--- config.mk ---
export PLATFORM = sky130hd
export DESIGN_NAME = adder_ppn
export DESIGN_NICKNAME = d
export VERILOG_FILES = /design/src/rtl/cnna_arith_pkg.sv /design/src/rtl/adder_fit.sv /design/src/rtl/adder_ppn.sv
export SDC_FILE = /design/constraint.sdc
export NUM_CORES = 1
export LEC_CHECK = 0
export CORE_ASPECT_RATIO = 1.5
export CORE_UTILIZATION = 53
export DETAILED_ROUTE_END_ITERATION = 7
export GPL_TIMING_DRIVEN = 0
export HOLD_SLACK_MARGIN = 0.03
export PLACE_DENSITY_LB_ADDON = 0.1
export SLEW_MARGIN = 15
export SYNTH_ARGS = -nofsm -noshare
export SYNTH_HDL_FRONTEND = slang
export SYNTH_SLANG_ARGS = --single-unit
--- constraint.sdc ---
create_clock -name I_clk -period 4.39 [get_ports I_clk]
set_input_delay 0.878 -clock I_clk [delete_from_list [all_inputs] [get_ports I_clk]]
set_output_delay 0.878 -clock I_clk [all_outputs]
set_load 0.05 [all_outputs]
--- src/rtl/cnna_arith_pkg.sv ---
`default_nettype none
// ============================================================================
// Module   : cnna_arith_pkg
// Brief    : Shared arithmetic helpers: segment-width derivation for pipelined
//            adders and C_OUT-bit saturation limits.
// Revision : 1.0 - initial release
// ============================================================================
package cnna_arith_pkg;

  // Round val up to the next multiple of mult.
  function automatic int ceil_to_mult(input int val, input int mult);
    return ((val + mult - 1) / mult) * mult;
  endfunction

  // Internal operand width: widest operand, padded so it splits evenly.
  function automatic int calc_w(input int in1, input int in2, input int stages);
    return ceil_to_mult((in1 > in2) ? in1 : in2, stages);
  endfunction

  // Bits handled by each carry-chain stage.
  function automatic int calc_seg(input int in1, input int in2, input int stages);
    return calc_w(in1, in2, stages) / stages;
  endfunction

  // Largest representable w-bit value, returned in the low w bits.
  function automatic logic [64:0] sat_max(input int w, input bit sgn);
    return sgn ? ((65'd1 << (w - 1)) - 65'd1) : ((65'd1 << w) - 65'd1);
  endfunction

  // Smallest representable w-bit value, returned in the low w bits.
  function automatic logic [64:0] sat_min(input int w, input bit sgn);
    return sgn ? (65'd1 << (w - 1)) : 65'd0;
  endfunction

endpackage
`default_nettype wire

--- src/rtl/adder_fit.sv ---
`default_nettype none
// ============================================================================
// Module   : adder_fit
// Brief    : Fits one lane's exact (C_W+1)-bit sum into C_OUT bits: extends
//            when wide enough, otherwise wraps (or saturates when
//            ADDER_PPN_SAT_EN is defined) and raises the overflow flag.
//            Purely combinational.
// Revision : 1.0 - initial release
// ============================================================================
module adder_fit
  import cnna_arith_pkg::*;
#(
  parameter int C_W      = 12,
  parameter int C_OUT    = 13,
  parameter int C_SIGNED = 0
) (
  input  logic [C_W:0]      sum,
  output logic [C_OUT-1:0]  dout,
  output logic              ovf
);

  if (C_OUT >= C_W + 1) begin : g_wide
    // Exact sum always fits; only extension is needed.
    if (C_SIGNED != 0) begin : g_sext
      assign dout = C_OUT'($signed(sum));
    end else begin : g_zext
      assign dout = C_OUT'(sum);
    end
    assign ovf = 1'b0;
  end else begin : g_narrow
    logic             fit_err;
    logic [C_OUT-1:0] wrap;

    assign wrap = sum[C_OUT-1:0];

    if (C_SIGNED != 0) begin : g_sgn
      // Everything from the result sign bit upward must be a pure sign run.
      logic [C_W-C_OUT+1:0] top;
      assign top     = sum[C_W:C_OUT-1];
      assign fit_err = ~((&top) | ~(|top));
    end else begin : g_uns
      assign fit_err = |sum[C_W:C_OUT];
    end

`ifdef ADDER_PPN_SAT_EN
    localparam logic [64:0] C_MAX = sat_max(C_OUT, C_SIGNED != 0);
    localparam logic [64:0] C_MIN = sat_min(C_OUT, C_SIGNED != 0);

    // Clamp toward the overflow direction; the sum's MSB gives its sign.
    always_comb begin
      dout = wrap;
      if (fit_err) begin
        dout = ((C_SIGNED != 0) && sum[C_W]) ? C_MIN[C_OUT-1:0] : C_MAX[C_OUT-1:0];
      end
    end
`else
    assign dout = wrap;
`endif

    assign ovf = fit_err;
  end

endmodule
`default_nettype wire

--- src/rtl/adder_ppn.sv ---
`default_nettype none
// ============================================================================
// Module   : adder_ppn
// Brief    : Multi-lane adder with the carry chain split over C_STAGES
//            pipeline stages. Upper operand segments ride along the pipe,
//            finished lower sum segments accumulate, so every lane's exact
//            sum is aligned after C_STAGES advancing cycles.
//            Option macro: ADDER_PPN_SAT_EN (saturate instead of wrap).
// Revision : 1.0 - initial release
// ============================================================================
module adder_ppn
  import cnna_arith_pkg::*;
#(
  parameter int C_IN1    = 12,
  parameter int C_IN2    = 12,
  parameter int C_OUT    = 13,
  parameter int C_STAGES = 2,
  parameter int C_LANES  = 1,
  parameter int C_SIGNED = 0
) (
  input  logic                       I_clk,
  input  logic                       I_rst_n,
  input  logic                       I_ce,
  input  logic                       I_valid,
  input  logic [C_LANES*C_IN1-1:0]   I_a,
  input  logic [C_LANES*C_IN2-1:0]   I_b,
  output logic [C_LANES*C_OUT-1:0]   O_dout,
  output logic                       O_valid,
  output logic [C_LANES-1:0]         O_ovf
);

  localparam int C_W   = calc_w(C_IN1, C_IN2, C_STAGES);
  localparam int C_SEG = calc_seg(C_IN1, C_IN2, C_STAGES);

  logic [C_STAGES-1:0] v_q;
  logic                valid_out;

  // Valid travels alongside the data and is the only thing beats depend on.
  always_ff @(posedge I_clk or negedge I_rst_n) begin
    if (!I_rst_n) begin
      v_q <= '0;
    end else if (I_ce) begin
      v_q[0] <= I_valid;
      for (int j = 1; j < C_STAGES; j++) v_q[j] <= v_q[j-1];
    end
  end

  assign valid_out = v_q[C_STAGES-1];
  assign O_valid   = valid_out;

  for (genvar i = 0; i < C_LANES; i++) begin : g_lane
    logic [C_IN1-1:0] a_lane;
    logic [C_IN2-1:0] b_lane;
    logic [C_W-1:0]   a_ext;
    logic [C_W-1:0]   b_ext;
    logic [C_W:0]     sum_full;
    logic [C_OUT-1:0] fit_dout;
    logic             fit_ovf;

    assign a_lane = I_a[i*C_IN1 +: C_IN1];
    assign b_lane = I_b[i*C_IN2 +: C_IN2];

    if (C_SIGNED != 0) begin : g_sext
      assign a_ext = C_W'($signed(a_lane));
      assign b_ext = C_W'($signed(b_lane));
    end else begin : g_zext
      assign a_ext = C_W'(a_lane);
      assign b_ext = C_W'(b_lane);
    end

    for (genvar k = 0; k < C_STAGES; k++) begin : g_stage
      localparam int LO = k * C_SEG;   // sum bits already finished
      localparam int RW = C_W - LO;    // operand bits still to add

      logic [RW-1:0] a_in;
      logic [RW-1:0] b_in;
      logic          c_in;

      if (k == 0) begin : g_in0
        assign a_in = a_ext;
        assign b_in = b_ext;
        assign c_in = 1'b0;
      end else begin : g_inn
        assign a_in = g_stage[k-1].g_mid.a_q;
        assign b_in = g_stage[k-1].g_mid.b_q;
        assign c_in = g_stage[k-1].g_mid.c_q;
      end

      if (k < C_STAGES - 1) begin : g_mid
        logic [C_SEG:0]         seg;
        logic [RW-C_SEG-1:0]    a_q;
        logic [RW-C_SEG-1:0]    b_q;
        logic                   c_q;
        logic [LO+C_SEG-1:0]    s_q;

        // Lower segments are plain unsigned adds; sign only matters at the top.
        assign seg = {1'b0, a_in[C_SEG-1:0]} + {1'b0, b_in[C_SEG-1:0]}
                   + {{C_SEG{1'b0}}, c_in};

        // Forward carry and the not-yet-added upper operand bits.
        always_ff @(posedge I_clk or negedge I_rst_n) begin
          if (!I_rst_n) begin
            a_q <= '0;
            b_q <= '0;
            c_q <= 1'b0;
          end else if (I_ce) begin
            a_q <= a_in[RW-1:C_SEG];
            b_q <= b_in[RW-1:C_SEG];
            c_q <= seg[C_SEG];
          end
        end

        if (k == 0) begin : g_first
          // Start the partial sum with the lowest segment.
          always_ff @(posedge I_clk or negedge I_rst_n) begin
            if (!I_rst_n)  s_q <= '0;
            else if (I_ce) s_q <= seg[C_SEG-1:0];
          end
        end else begin : g_chain
          // Append this segment above the delayed lower segments.
          always_ff @(posedge I_clk or negedge I_rst_n) begin
            if (!I_rst_n)  s_q <= '0;
            else if (I_ce) s_q <= {seg[C_SEG-1:0], g_stage[k-1].g_mid.s_q};
          end
        end
      end else begin : g_top
        logic [C_SEG:0] top;
        logic [C_W:0]   s_q;

        // One extra bit on the top segment makes the whole sum exact.
        if (C_SIGNED != 0) begin : g_sgn
          assign top = {a_in[C_SEG-1], a_in} + {b_in[C_SEG-1], b_in}
                     + {{C_SEG{1'b0}}, c_in};
        end else begin : g_uns
          assign top = {1'b0, a_in} + {1'b0, b_in} + {{C_SEG{1'b0}}, c_in};
        end

        if (k == 0) begin : g_solo
          // Single stage: one registered adder.
          always_ff @(posedge I_clk or negedge I_rst_n) begin
            if (!I_rst_n)  s_q <= '0;
            else if (I_ce) s_q <= top;
          end
        end else begin : g_join
          // Final stage: top segment joins the aligned lower sum.
          always_ff @(posedge I_clk or negedge I_rst_n) begin
            if (!I_rst_n)  s_q <= '0;
            else if (I_ce) s_q <= {top, g_stage[k-1].g_mid.s_q};
          end
        end
      end
    end

    assign sum_full = g_stage[C_STAGES-1].g_top.s_q;

    adder_fit #(
      .C_W      (C_W),
      .C_OUT    (C_OUT),
      .C_SIGNED (C_SIGNED)
    ) u_fit (
      .sum  (sum_full),
      .dout (fit_dout),
      .ovf  (fit_ovf)
    );

    assign O_dout[i*C_OUT +: C_OUT] = valid_out ? fit_dout : '0;
    assign O_ovf[i]                 = valid_out & fit_ovf;
  end

endmodule
`default_nettype wire

Yosys cells after proc, flatten, opt, wreduce, memory -nomap -nowiden

Index checks and enable logic that the tools add are counted.

Add/sub/neg operators: 3
Mux-type cells: 1

Operators with widths:

| operator                               | count |
|---|---|
| 6-bit by 6-bit adder with 7-bit output | 2 |
| 13-bit two-way mux                     | 1 |
| 7-bit by 1-bit adder with 7-bit output | 1 |

Bits in registers: 34
Input bits: 28
Output and inout port bits: 15
Word-level logic and storage cells: 10

Longest topological paths before layout

Gate-level depths: netlist of the first run.

Word-level depth: 2
Mapped depth: 7
Depth with buffers taken out: 7

Modules after synthesis

A second synthesis of the first run with hierarchy kept.

Cell total of the unflattened synthesis: 162
Area, all modules: 1,904.3 um^2

Modules (own cells, without submodules):

| module    | times used | cells each | area each (um^2) | seq. area each (um^2) |
|---|---|---|---|---|
| adder_ppn | 1          | 147        | 1,795.5          | 850.8 |
| adder_fit | 1          | 15         | 108.9            | 0.0 |

Least setup slack after synthesis of the first run

No wires, ideal clock.

Path type: reg-to-output
Start: register v_q[1]
End: output O_dout[10]
Arrival time: 1,339 ps
Data required time: 3,512 ps
Slack: 2,173 ps
Stages on the path, launching flop included: 3
Path buffers: 1
Path through: dfrtp_1 > clkbuf_1 > and2_1

Longest elaborated chain between the ends: 1

Ends and longest elaborated chain:

| what                   | line             | RTL |
|---|---|---|
| from (decl)            | adder_ppn.sv:35  | `logic [C_STAGES-1:0] v_q;` |
| from (signal assigned) | adder_ppn.sv:41  | `v_q <= '0;` |
| 13-bit two-way mux     | adder_ppn.sv:166 | `assign O_dout[i*C_OUT +: C_OUT] = valid_out ? fit_dout : '0;` |
| to (decl)              | adder_ppn.sv:27  | `output logic [C_LANES*C_OUT-1:0] O_dout,` |

No other way between the ends.

Final worst setup path of the first run

Start: register v_q[1]
End: output O_dout[5]

The elaborated chain is that of the path after synthesis.

==> results of run 1 <==
## metrics by stage
step / power (mW) / hold WS (ns) / cells
finish: 1.08 / 0.502 / 236
global route: 1.13 / 0.521 / 236
CTS: 1.09 / 0.503 / 236
detailed placement: 0.802 / 0.488 / 228
global placement: 0.788 / 0.482 / 228
floorplan: 0.675 / 0.473 / 148
## routing by layer
metal,GRT usage (%),up-vias
li1,-,607
met1,23.1,615
met2,40.4,32
met3,5.38,6
met4,11.4,0
met5,0,-
## registers in the layout (all words and copies together), names as in the netlist
register / cells
v_q: 2
g_lane.g_stage.g_mid.a_q: 6
g_lane.g_stage.g_top.s_q: 13
g_lane.g_stage.g_mid.c_q: 1
g_lane.g_stage.g_mid.s_q: 6
g_lane.g_stage.g_mid.b_q: 6
## cell usage in the layout (no fill, tap or decap), types with 3 or more instances in the layout
cell type / synthesis / final
a21oi_1: 5 / 5
inv_1: 9 / 9
buf_2: 3 / 4
mux2_2: 28 / 28
nor2_1: 5 / 5
o21ai_0: 6 / 6
xnor2_1: 4 / 4
fa_1: 3 / 3
clkbuf_8: 0 / 5
ha_1: 11 / 11
dfrtp_1: 34 / 34
and2_1: 13 / 13
clkdlybuf4s50_1: 0 / 39
## power groups by stage
stage	Sequential [mW]	Combinational [mW]	Clock, mW
5_1_grt	0.420	0.410	0.299
3_5_place_dp	0.418	0.384	0
6_report	0.411	0.382	0.283
2_1_floorplan	0.410	0.265	0
3_3_place_gp	0.413	0.376	0
4_1_cts	0.412	0.386	0.287
## worst max-delay path by stage
stage	depth (start not counted)	end	from	slack [ns]
after floorplan	2	O_dout[10]	v_q[1]$_DFFE_PN0P_	2.17
after global placement	8	g_lane[0].g_stage[0].g_mid.s_q[4]$_DFFE_PN0P_	I_a[0]	1.62
after detailed placement	8	g_lane[0].g_stage[0].g_mid.s_q[4]$_DFFE_PN0P_	I_a[0]	1.58
after CTS	3	O_dout[5]	v_q[1]$_DFFE_PN0P_	1.42
after global routing	3	O_dout[5]	v_q[1]$_DFFE_PN0P_	1.33
final	3	O_dout[5]	v_q[1]$_DFFE_PN0P_	1.46
## synth_stat cells
master / count
xor2_1: 2
a21oi_1: 5
o31a_1: 2
buf_4: 2
fa_1: 3
nand2_1: 2
ha_1: 11
clkbuf_1: 1
mux2_2: 28
nor2_1: 5
xnor2_1: 4
dfrtp_1: 34
and2_1: 13
mux2i_1: 1
conb_1: 1
a31oi_1: 2
nor2b_1: 2
o211ai_1: 2
o21a_1: 2
a21o_1: 2
buf_2: 3
inv_1: 9
o21ai_1: 2
a211oi_2: 2
o21ai_0: 6
a21oi_2: 2
## logic make-up after synthesis
logic type | after synthesis
fa+ha+maj | 14
other cells | 1
xor+xnor | 6
compound gates | 27
flops | 34
simple gates | 22
mux | 29
buf+inv | 15
## cell type report
class / instances / area share, %
multi-input combinational: 99 / 37.5
buffer: 6 / 1.43
clock buffer: 5 / 2.92
timing repair buffer: 40 / 16.8
tap: 40 / 2.13
clock inverter: 3 / 1.70
inverter: 9 / 1.43
sequential: 34 / 36.1
==> metrics.md, run 1 <==
| Metric | Value |
|---|---|
| Outcome | `complete, no violations` |
| Syn Nets | `190` |
| Global Route Usage Sum | `22.1%` |
| H-tree depth | `2` |
| Clock root buffer | `clkbuf_8` |
| Setup CP Type | `flip-flop to primary output` |
| Port Buf Inserts | `40` |
| Max FO, Critical Path | `10` |
| GRT overflow | `0` |
| Hold_buf cts | `0` |
| Die Ht | `between 70 and 80 µm` |
| Wire per inst | `14.6 µm` |
| Simple-gate share of the synthesized area | `6.67%` |
| Worst path max stage delay | `0.80 ns` |
| DR pass1 iterations | `4` |
| Slew headroom | `between 40% and 50%` |
| Clock Path Buffers | `2` |
| Routed vias | `1260` |
| Max Slew Vio Count | `0` |
| # setup viols final | `0` |
| Final nets | `237` |
| Power share of the combinational group | `around 36%` |
| DRC | `0` |
| Global-route wire length before repair | `5.74 mm` |
| Vias in the first global route | `~1300` |
| Synth top area cells | `dfrtp_1 (47%), mux2_2 (18%), ha_1 (7.6%)` |
| Final Core Density | `about three quarters` |
| Cell Area, Placed | `around 0.0022 mm²` |
| CP endpoint kind | `primary output` |
| Via density | `5.34` |
| Sequential Area | `851 µm²` |
| Worst path bufs/invs | `2` |
| Largest net degree at the start of global routing | `35` |
| Area delta synth->final | `30.8%` |
| Diodes inserted | `0` |
| Sw power | `approximately 0.36 mW` |
| Final WS setup | `1.46 ns` |
| Number of cells on the worst reg-to-reg path | `7` |
| Die ar. | `0.00364 mm²` |
| Post-synth top area cell | `dfrtp_1` |
| Post-CTS resize count | `0` |
| Initial antenna violation count | `0` |
| CP max stage cell | `clkdlybuf4s50_1` |
| Synth top area share | `around 47%` |
| XOR/XNOR Fraction of Synth Area | `2.92%` |
| Reg power frac | `38.2%` |
| RSZ-0062 raised after global routing | `no` |
| Yosys warns | `0` |
| Top sig layer | `met4` |
| Clk slew on worst S/H paths | `0.07 ns` |
| FF+latch count, synth | `34` |
| CP startpoint kind | `flip-flop` |
| Drt total wl | `3.44 mm` |
| HP Class | `flip-flop to flip-flop` |
| Maximum VDD drop | `0.000362 V` |
| WP data required | `3.51 ns` |
| Fillcell total | `240` |
| Hold depth | `1` |
| Hold Path End | `g_lane[0].g_stage[1].g_top.s_q[4]$_DFFE_PN0P_` |
| DP HPWL | `approximately 2.6 mm` |
| Pint | `0.718 mW` |
| Switch share | `33.2%` |
| Unique masters post-synth | `26` |
| Hold_sp | `g_lane[0].g_stage[1].g_top.s_q[4]$_DFFE_PN0P_` |
| Worst-margin pin slew | `~0.75 ns` |
| Final Hold Fails | `0` |
| RR Endpoint | `g_lane[0].g_stage[1].g_top.s_q[10]$_DFFE_PN0P_` |
| Synthesized-area fraction occupied by adder cells | `11.0%` |
| Ratio of cells with drive above 1 in the final layout | `a little under a quarter` |
| PwrDens | `457 mW/mm²` |
| Mux contribution to synthesized area | `a little under a fifth` |
| Final antenna-violating net count | `0` |
| Cell count after synthesis | `148` |
| Met3 WL post-DR | `130 µm` |
| Core outline area | `0.00319 mm²` |
| Fmax | `about 340 MHz` |
| Lkg Pwr | `around 1 nW` |
| Crit path time final | `2.93 ns` |
| M1 WL | `1.35 mm` |
| DR WL met2 | `1.87 mm` |
| Latest clock arrival within the worst-skew pair | `just under 0.3 ns` |
| Fin area | `0.00235 mm²` |
| Delay-heaviest family, CP | `buffers and inverters` |
| CTS tree | `done` |
| CTS buffer count | `5` |
| # IOs | `43` |
| Synth Area per Inst | `12.2 µm²` |
| Setup tns final | `0 ns` |
| Num rows | `25` |
| Reg-to-Reg Start | `g_lane[0].g_stage[0].g_mid.a_q[0]$_DFFE_PN0P_` |
| Mapped Area | `around 0.0018 mm²` |
| Setup repair bufs after CTS | `0` |
| Cells along the critical path | `clkbuf_1 -> and2_1 -> clkdlybuf4s50_1` |
| Initial Utilization | `a little under three fifths` |
| Clock Power Share | `26.3%` |
| Largest family of logic cells by synthesized area | `multiplexers` |
| Critical Path AT | `~2 ns` |
| Final Skew | `0.0106 ns` |
| Die W | `49.6 µm` |
| Max Cap Viol | `0` |
| Tcrit/Tclk final | `between 60% and 70%` |
| DP Worst Slack | `between 1.5 and 2 ns` |
| DRT iter0 DRCs | `21` |
| Routability cong. | `0.768` |
| R2r setup slk | `2.45 ns` |
| Sink Count | `34` |
| Synth Area in Compound Gates | `10.1%` |
| Seq/Total Area, Yosys | `47.3%` |
| Area of the multi-input gates | `around 880 µm²` |
Power figures use the tool's default switching activity.
==> run 2, diff against run 1 <==
- CORE_UTILIZATION: 53 -> 49
- clock period: 4.39 -> 2.9 ns (I/O delays scaled with it)
==> run 2 against run 1 <==
Net effect:
- non-clock buffer count did not move
- combinational power is 52% higher
- register-to-register slack got worse by 1.4 ns
- critical path depth did not move
- largest power group unchanged
==> metrics.md, run 2 (same netlist as run 1, synthesis figures left out) <==
| Metric | Value |
|---|---|
| Vias in the first global route | `1366 (was 1301)` |
| Outcome | `complete, no violations (unchanged)` |
| Most flop-heavy register | `g_lane.g_stage.g_top.s_q (unchanged)` |
| Port Buf Inserts | `40 (unchanged)` |
| Max Slew Vio Count | `0 (unchanged)` |
| GRT overflow | `0 (unchanged)` |
| DR pass1 iterations | `2 (was 4)` |
| Setup crit end | `O_dout[5] (unchanged)` |
| Diodes inserted | `0 (unchanged)` |
| Fin area | `0.00236 mm² (was 0.00235 mm²)` |
| Max FO, Critical Path | `10 (unchanged)` |
| Global-route wire length before repair | `6.03 mm (was 5.74 mm)` |
| DRC | `0 (unchanged)` |
| Die W | `51.5 µm (was 49.6 µm)` |
| Final nets | `237 (unchanged)` |
| Initial Utilization | `52.2% (was 56.4%)` |
| Setup repair bufs after CTS | `0 (unchanged)` |
| Lkg Pwr | `1.01 nW (was 1.02 nW)` |
| CTS tree | `done (unchanged)` |
| Area delta synth->final | `31.2% (was 30.8%)` |
| CP max stage cell | `clkdlybuf4s50_1 (unchanged)` |
| Die ar. | `0.00393 mm² (was 0.00364 mm²)` |
| Maximum VDD drop | `0.000447 V (was 0.000362 V)` |
| Ratio of cells with drive above 1 in the final layout | `23.5% (unchanged)` |
| Worst-margin pin slew | `0.745 ns (was 0.750 ns)` |
| Crit path time final | `~2.7 ns` |
| Tcrit/Tclk final | `roughly nine tenths` |
| Max reg flops | `13 (unchanged)` |
| Latest clock arrival within the worst-skew pair | `0.29 ns (about the same)` |
| Via density | `5.21 (was 5.34)` |
| Final Skew | `0.00466 ns (was 0.0106 ns)` |
| Reg-to-Reg Start | `g_lane[0].g_stage[0].g_mid.a_q[0]$_DFFE_PN0P_ (unchanged)` |
| Slew headroom | `50.3% (was 50.0%)` |
| Number of cells on the worst reg-to-reg path | `7 (unchanged)` |
| Routed vias | `1239 (was 1260)` |
| RR Endpoint | `g_lane[0].g_stage[1].g_top.s_q[12]$_DFFE_PN0P_ (was g_lane[0].g_stage[1].g_top.s_q[10]$_DFFE_PN0P_)` |
| DP HPWL | `2.66 mm (was 2.58 mm)` |
| Post-CTS resize count | `0 (unchanged)` |
| Final antenna-violating net count | `0 (unchanged)` |
| Setup CP Type | `flip-flop to primary output (unchanged)` |
| Clock root buffer | `clkbuf_8 (unchanged)` |
| CP endpoint kind | `primary output (unchanged)` |
| Max Cap Viol | `0 (unchanged)` |
| Power share of the combinational group | `35.4% (was 35.5%)` |
| H-tree depth | `2 (unchanged)` |
| CTS buffer count | `5 (unchanged)` |
| Setup tns final | `0 ns (unchanged)` |
| Largest net degree at the start of global routing | `35 (unchanged)` |
| Fmax | `376 MHz` |
| PwrDens | `692 mW/mm² (was 457 mW/mm²)` |
| Core outline area | `0.00345 mm² (was 0.00319 mm²)` |
| R2r setup slk | `1.01 ns (was 2.45 ns)` |
| Routability cong. | `0.743 (was 0.768)` |
| CP startpoint kind | `flip-flop (unchanged)` |
| Commonest non-fill, non-tap cells in the layout | `clkdlybuf4s50_1 (39), dfrtp_1 (34), mux2_2 (28) (unchanged)` |
| Cells along the critical path | `clkbuf_1 -> and2_1 -> clkdlybuf4s50_1 (unchanged)` |
| Num rows | `26 (was 25)` |
| Pint | `1.09 mW (was 0.718 mW)` |
| HP Class | `input port to async pin (was flip-flop to flip-flop)` |
| Sink Count | `34 (unchanged)` |
| # setup viols final | `0 (unchanged)` |
| Initial antenna violation count | `0 (unchanged)` |
| Clock Power Share | `26.5% (was 26.3%)` |
| Critical Path AT | `2.08 ns (was 2.05 ns)` |
| Hold_buf cts | `0 (unchanged)` |
| Reg power frac | `38.0% (was 38.2%)` |
| Wire per inst | `14.7 µm (was 14.6 µm)` |
| Clock Path Buffers | `2 (unchanged)` |
| Clk slew on worst S/H paths | `0.07 ns (about the same)` |
| Die Ht | `76.2 µm (was 73.4 µm)` |
| RSZ-0062 raised after global routing | `no (unchanged)` |
| Global Route Usage Sum | `21.0% (was 22.1%)` |
| Switch share | `33.3% (was 33.2%)` |
| Cell Area, Placed | `0.00225 mm² (about the same)` |
| Critical path origin | `v_q[1]$_DFFE_PN0P_ (unchanged)` |
| Final Hold Fails | `0 (unchanged)` |
| Most common cell after layout, fill and taps aside | `clkdlybuf4s50_1 (unchanged)` |
| Worst path max stage delay | `0.80 ns (about the same)` |
| WP data required | `2.32 ns (was 3.51 ns)` |
| # IOs | `43 (unchanged)` |
| Drt total wl | `3.49 mm (was 3.44 mm)` |
| DRT iter0 DRCs | `17 (was 21)` |
| Sw power | `0.545 mW (was 0.357 mW)` |
run 2: changes by cell type in the layout (fill, tap and decap cells not counted), sizes merged:
cell / previous run / this run
clkinv: 2 / 0
clkinvlp: 0 / 2
run 2: per-layer routing:
metal	vias up	wire length (µm)	GRT usage, %
met3	4	134	4.79
met4	0	51	8.92
met1	604	1390	23.5
met5	-	0	0
li1	601	-	-
met2	30	1910	36.6
run 2: worst min-delay path by stage:
stage	endpoint	slack, ns	cells past startpoint	start
floorplan	g_lane[0].g_stage[0].g_mid.a_q[0]$_DFFE_PN0P_	0.28	0	I_rst_n
global placement	g_lane[0].g_stage[1].g_top.s_q[0]$_DFFE_PN0P_	0.48	1	g_lane[0].g_stage[1].g_top.s_q[0]$_DFFE_PN0P_
detailed placement	g_lane[0].g_stage[1].g_top.s_q[5]$_DFFE_PN0P_	0.49	1	g_lane[0].g_stage[1].g_top.s_q[5]$_DFFE_PN0P_
CTS	g_lane[0].g_stage[0].g_mid.b_q[3]$_DFFE_PN0P_	0.37	1	I_rst_n
global route	g_lane[0].g_stage[1].g_top.s_q[5]$_DFFE_PN0P_	0.42	1	I_rst_n
finish	g_lane[0].g_stage[1].g_top.s_q[7]$_DFFE_PN0P_	0.35	1	I_rst_n
run 2: area by class of cell:
type,count,area (µm²)
Clock buffer,5,68.8
Inverter,9,33.8
Buffer,6,33.8
Tap cell,42,52.6
Sequential cell,34,851
Multi-Input combinational cell,99,882
Fill cell,282,1090
Clock inverter,3,45.0
Timing Repair Buffer,40,395
run 2: power groups by stage:
stage	registers, mW	clock network [mW]	logic, mW
final	0.622	0.434	0.579
after global routing	0.636	0.459	0.626
after CTS	0.622	0.445	0.585
after detailed placement	0.632	0	0.584
after global placement	0.625	0	0.570
after floorplan	0.620	0	0.401
run 2: per-stage QoR:
step	utilization, %	hold slack, ns	power, mW	cells	worst slack, ns
floorplan	-	0.284	1.02	148	0.981
global placement	65.3	0.482	1.19	230	0.434
detailed placement	65.2	0.489	1.22	230	0.340
CTS	68.5	0.373	1.65	238	0.210
global route	68.5	0.420	1.72	238	0.0928
finish	68.5	0.353	1.63	238	0.240
run 2: worst max-delay path, delay by kind of cell, from the launching register on:
| family | cells | cell delay [ns] |
|---|---|---|
| DFF | 1 | 0.41 |
| and+or+nand+nor | 1 | 0.21 |
| buffers and inverters | 2 | 1.17 |
==> run 3, diff against run 2 <==
- CORE_UTILIZATION: 49 -> 50
- SYNTH_HIERARCHICAL: default -> 1
==> run 3 against run 2 <==
Net effect:
- global-route usage grew 0.071 points
- synthesized cell count grew 9.5%
- first-iteration DRC count shrank 24%
- via count grew 6.9%
- count of clock-buffer cells in the layout grew 1
- final cell count grew 5.9%
- core utilization shrank 1.8 points
- maximum frequency grew 0.38%
- highest routed layer unchanged
- register-to-register slack lost 0.06 ns
- non-clock buffer count grew 13
==> metrics.md, run 3 <==
| Metric | Value |
|---|---|
| DP HPWL | `2.88 mm (was 2.66 mm)` |
| Tcrit/Tclk final | `91.4% (was 91.7%)` |
| Outcome | `complete, no violations (unchanged)` |
| Synth Area per Inst | `11.8 µm² (was 12.2 µm²)` |
| Final WS setup | `0.250 ns (was 0.240 ns)` |
| Commonest register cell after synthesis | `dfrtp_1 (unchanged)` |
| WP data required | `2.32 ns (about the same)` |
| HP Class | `input port to async pin (unchanged)` |
| Worst-margin pin slew | `0.745 ns (about the same)` |
| Latest clock arrival within the worst-skew pair | `0.28 ns (was 0.29 ns)` |
| Final Hold Fails | `0 (unchanged)` |
| Vias in the first global route | `1477 (was 1366)` |
| Clock root buffer | `clkbuf_8 (unchanged)` |
| Crit path time final | `2.65 ns (was 2.66 ns)` |
| Ratio of cells with drive above 1 in the final layout | `27.3% (was 23.5%)` |
| Most flop-heavy register | `g_lane.g_stage.g_top.s_q (unchanged)` |
| Initial antenna violation count | `0 (unchanged)` |
| Setup tns final | `0 ns (unchanged)` |
| RSZ-0062 raised after global routing | `no (unchanged)` |
| Final antenna-violating net count | `0 (unchanged)` |
| Critical Path AT | `2.07 ns (was 2.08 ns)` |
| Final nets | `251 (was 237)` |
| Synth cell count leaders | `dfrtp_1 (34), mux2_2 (28), buf_4 (15) (was dfrtp_1 (34), mux2_2 (28), and2_1 (13))` |
| Async S/R FF share, synth | `100% (unchanged)` |
| Initial Utilization | `52.2% (about the same)` |
| Clock Path Buffers | `2 (unchanged)` |
| Via density | `5.25 (was 5.21)` |
| Max Cap Viol | `0 (unchanged)` |
| Largest net degree at the start of global routing | `35 (unchanged)` |
| CTS buffer count | `5 (unchanged)` |
| Num rows | `27 (was 26)` |
| Mapped Area | `0.00190 mm² (was 0.00180 mm²)` |
| Worst path max stage delay | `0.81 ns (was 0.80 ns)` |
| Cells along the critical path | `clkbuf_1 -> and2_1 -> clkdlybuf4s50_1 (unchanged)` |
| H-tree depth | `2 (unchanged)` |
| Max reg flops | `13 (unchanged)` |
| Sink Count | `34 (unchanged)` |
| DRT iter0 DRCs | `13 (was 17)` |
| CTS tree | `done (unchanged)` |
| Cell count after synthesis | `162 (was 148)` |
| Yosys warns | `6 (was 0)` |
| Global-route wire length before repair | `6.20 mm (was 6.03 mm)` |
| Core outline area | `0.00365 mm² (was 0.00345 mm²)` |
| Die ar. | `0.00406 mm² (was 0.00393 mm²)` |
| # IOs | `43 (unchanged)` |
| Post-synth EDFFs | `0 (unchanged)` |
| PwrDens | `663 mW/mm² (was 692 mW/mm²)` |
| DR pass1 iterations | `4 (was 2)` |
| Routability cong. | `0.792 (was 0.743)` |
| CP startpoint kind | `flip-flop (unchanged)` |
| Syn Nets | `204 (was 190)` |
| Drt total wl | `3.59 mm (was 3.49 mm)` |
| Port Buf Inserts | `40 (unchanged)` |
| Fin area | `0.00243 mm² (was 0.00236 mm²)` |
| Most common cell after layout, fill and taps aside | `clkdlybuf4s50_1 (unchanged)` |
| Post-CTS resize count | `0 (unchanged)` |
| Max Slew Vio Count | `0 (unchanged)` |
| Hold_buf cts | `0 (unchanged)` |
| Setup repair bufs after CTS | `0 (unchanged)` |
| Global Route Usage Sum | `21.0% (about the same)` |
| Lkg Pwr | `1.06 nW (was 1.01 nW)` |
| Routed vias | `1324 (was 1239)` |
| Hold slack final | `0.360 ns (was 0.353 ns)` |
| Final Core Density | `66.7% (was 68.5%)` |
| GRT overflow | `0 (unchanged)` |
| Post-synth top area cell | `dfrtp_1 (unchanged)` |
| Clk slew on worst S/H paths | `0.07 ns (about the same)` |
| Cell Area, Placed | `0.00235 mm² (was 0.00225 mm²)` |
| Final Skew | `0.00428 ns (was 0.00466 ns)` |
| Commonest non-fill, non-tap cells in the layout | `clkdlybuf4s50_1 (39), dfrtp_1 (34), mux2_2 (28) (unchanged)` |
| Most common cell in the netlist | `dfrtp_1 (unchanged)` |
| Unique masters post-synth | `26 (unchanged)` |
| FF+latch count, synth | `34 (unchanged)` |
| Die Ht | `77.6 µm (was 76.2 µm)` |
| Diodes inserted | `0 (unchanged)` |
| DRC | `0 (unchanged)` |
| DP Worst Slack | `0.407 ns (was 0.340 ns)` |
| CP max stage cell | `clkdlybuf4s50_1 (unchanged)` |
| Setup CP Type | `flip-flop to primary output (unchanged)` |
| Area delta synth->final | `27.8% (was 31.2%)` |
| Synth top area cells | `dfrtp_1 (45%), mux2_2 (17%), ha_1 (7.2%) (was dfrtp_1 (47%), mux2_2 (18%), ha_1 (7.6%))` |
| Max FO, Critical Path | `10 (unchanged)` |
| Die W | `52.4 µm (was 51.5 µm)` |
| Fmax | `377 MHz (was 376 MHz)` |
| Synth top area share | `44.7% (was 47.3%)` |
| Maximum VDD drop | `0.000497 V (was 0.000447 V)` |
| CP endpoint kind | `primary output (unchanged)` |
| Slew headroom | `50.3% (about the same)` |
| Wire per inst | `14.3 µm (was 14.7 µm)` |
| Seq/Total Area, Yosys | `44.7% (was 47.3%)` |
| # setup viols final | `0 (unchanged)` |
## run 3: changes by cell type after synthesis
cell | before | now
and2_1 | 13 | 14
buf_4 | 2 | 15
## run 3: per-layer routing
metal	share of wire (%)	up-vias	track usage (%)
met5	0	-	0
met4	2.4	0	10.5
met3	3.7	8	4.12
met2	59	32	40.0
met1	35	654	19.8
li1	-	630	-
## run 3: path summary, 6_finish.rpt
path | cells after the start | endpoint | startpoint | slack [ns]
max | 3 | O_dout[5] | v_q[1]$_DFFE_PN0P_ | 0.25
min | 1 | g_lane[0].g_stage[0].g_mid.a_q[1]$_DFFE_PN0P_ | I_rst_n | 0.36
max reg2reg | 7 | g_lane[0].g_stage[1].g_top.s_q[12]$_DFFE_PN0P_ | g_lane[0].g_stage[0].g_mid.a_q[0]$_DFFE_PN0P_ | 0.95
min reg2reg | 1 | g_lane[0].g_stage[0].g_mid.s_q[2]$_DFFE_PN0P_ | g_lane[0].g_stage[0].g_mid.s_q[2]$_DFFE_PN0P_ | 0.51
max in group asynchronous | 1 | g_lane[0].g_stage[0].g_mid.b_q[0]$_DFFE_PN0P_ | I_rst_n | 2.06
min in group I_clk | 1 | g_lane[0].g_stage[0].g_mid.s_q[2]$_DFFE_PN0P_ | g_lane[0].g_stage[0].g_mid.s_q[2]$_DFFE_PN0P_ | 0.51
## run 3: layout make-up
type                       count  area, µm²
fill                         320       1210
multi-input combinational    100        888
sequential                    34        851
timing repair buffer          40        395
buffer                        19        131
clock buffer                   6       72.6
tap                           43       53.8
inverter                       9       33.8
clock inverter                 1       7.51
## run 3: cells by family (layout without fill, tap and decap cells)
kind of cell             count (synthesis)  count (layout)  synth area share [%]
multiplexers                            29              29                  17.1
adder cells (fa/ha/maj)                 14              14                  10.4
XOR/XNOR                                 6               6                  2.76
AND/OR/NAND/NOR                         23              23                  6.64
AO/OA/AOI/OAI                           27              27                  9.59
buffers and inverters                   28              75                  8.67
other                                    1               1                 0.197
flip-flops                              34              34                  44.7
## run 3: per-stage QoR
step	total power, mW	instances
floorplan	1.10	162
finish	1.61	252
global route	1.70	252
detailed placement	1.30	245
CTS	1.63	252
global placement	1.28	245
## run 3: worst max-delay path: cells and delay by family, from the launching register on
family	cells	cell delay (ns)
and+or+nand+nor	1	0.18
buffers and inverters	2	1.14
DFF	1	0.46
## run 3: where the power goes
part | internal, mW | total [mW] | switching, mW
sequential | 0.572 | 0.626 | 0.0539
combinational | 0.329 | 0.661 | 0.332
clock | 0.164 | 0.326 | 0.161
total | 1.07 | 1.61 | 0.548
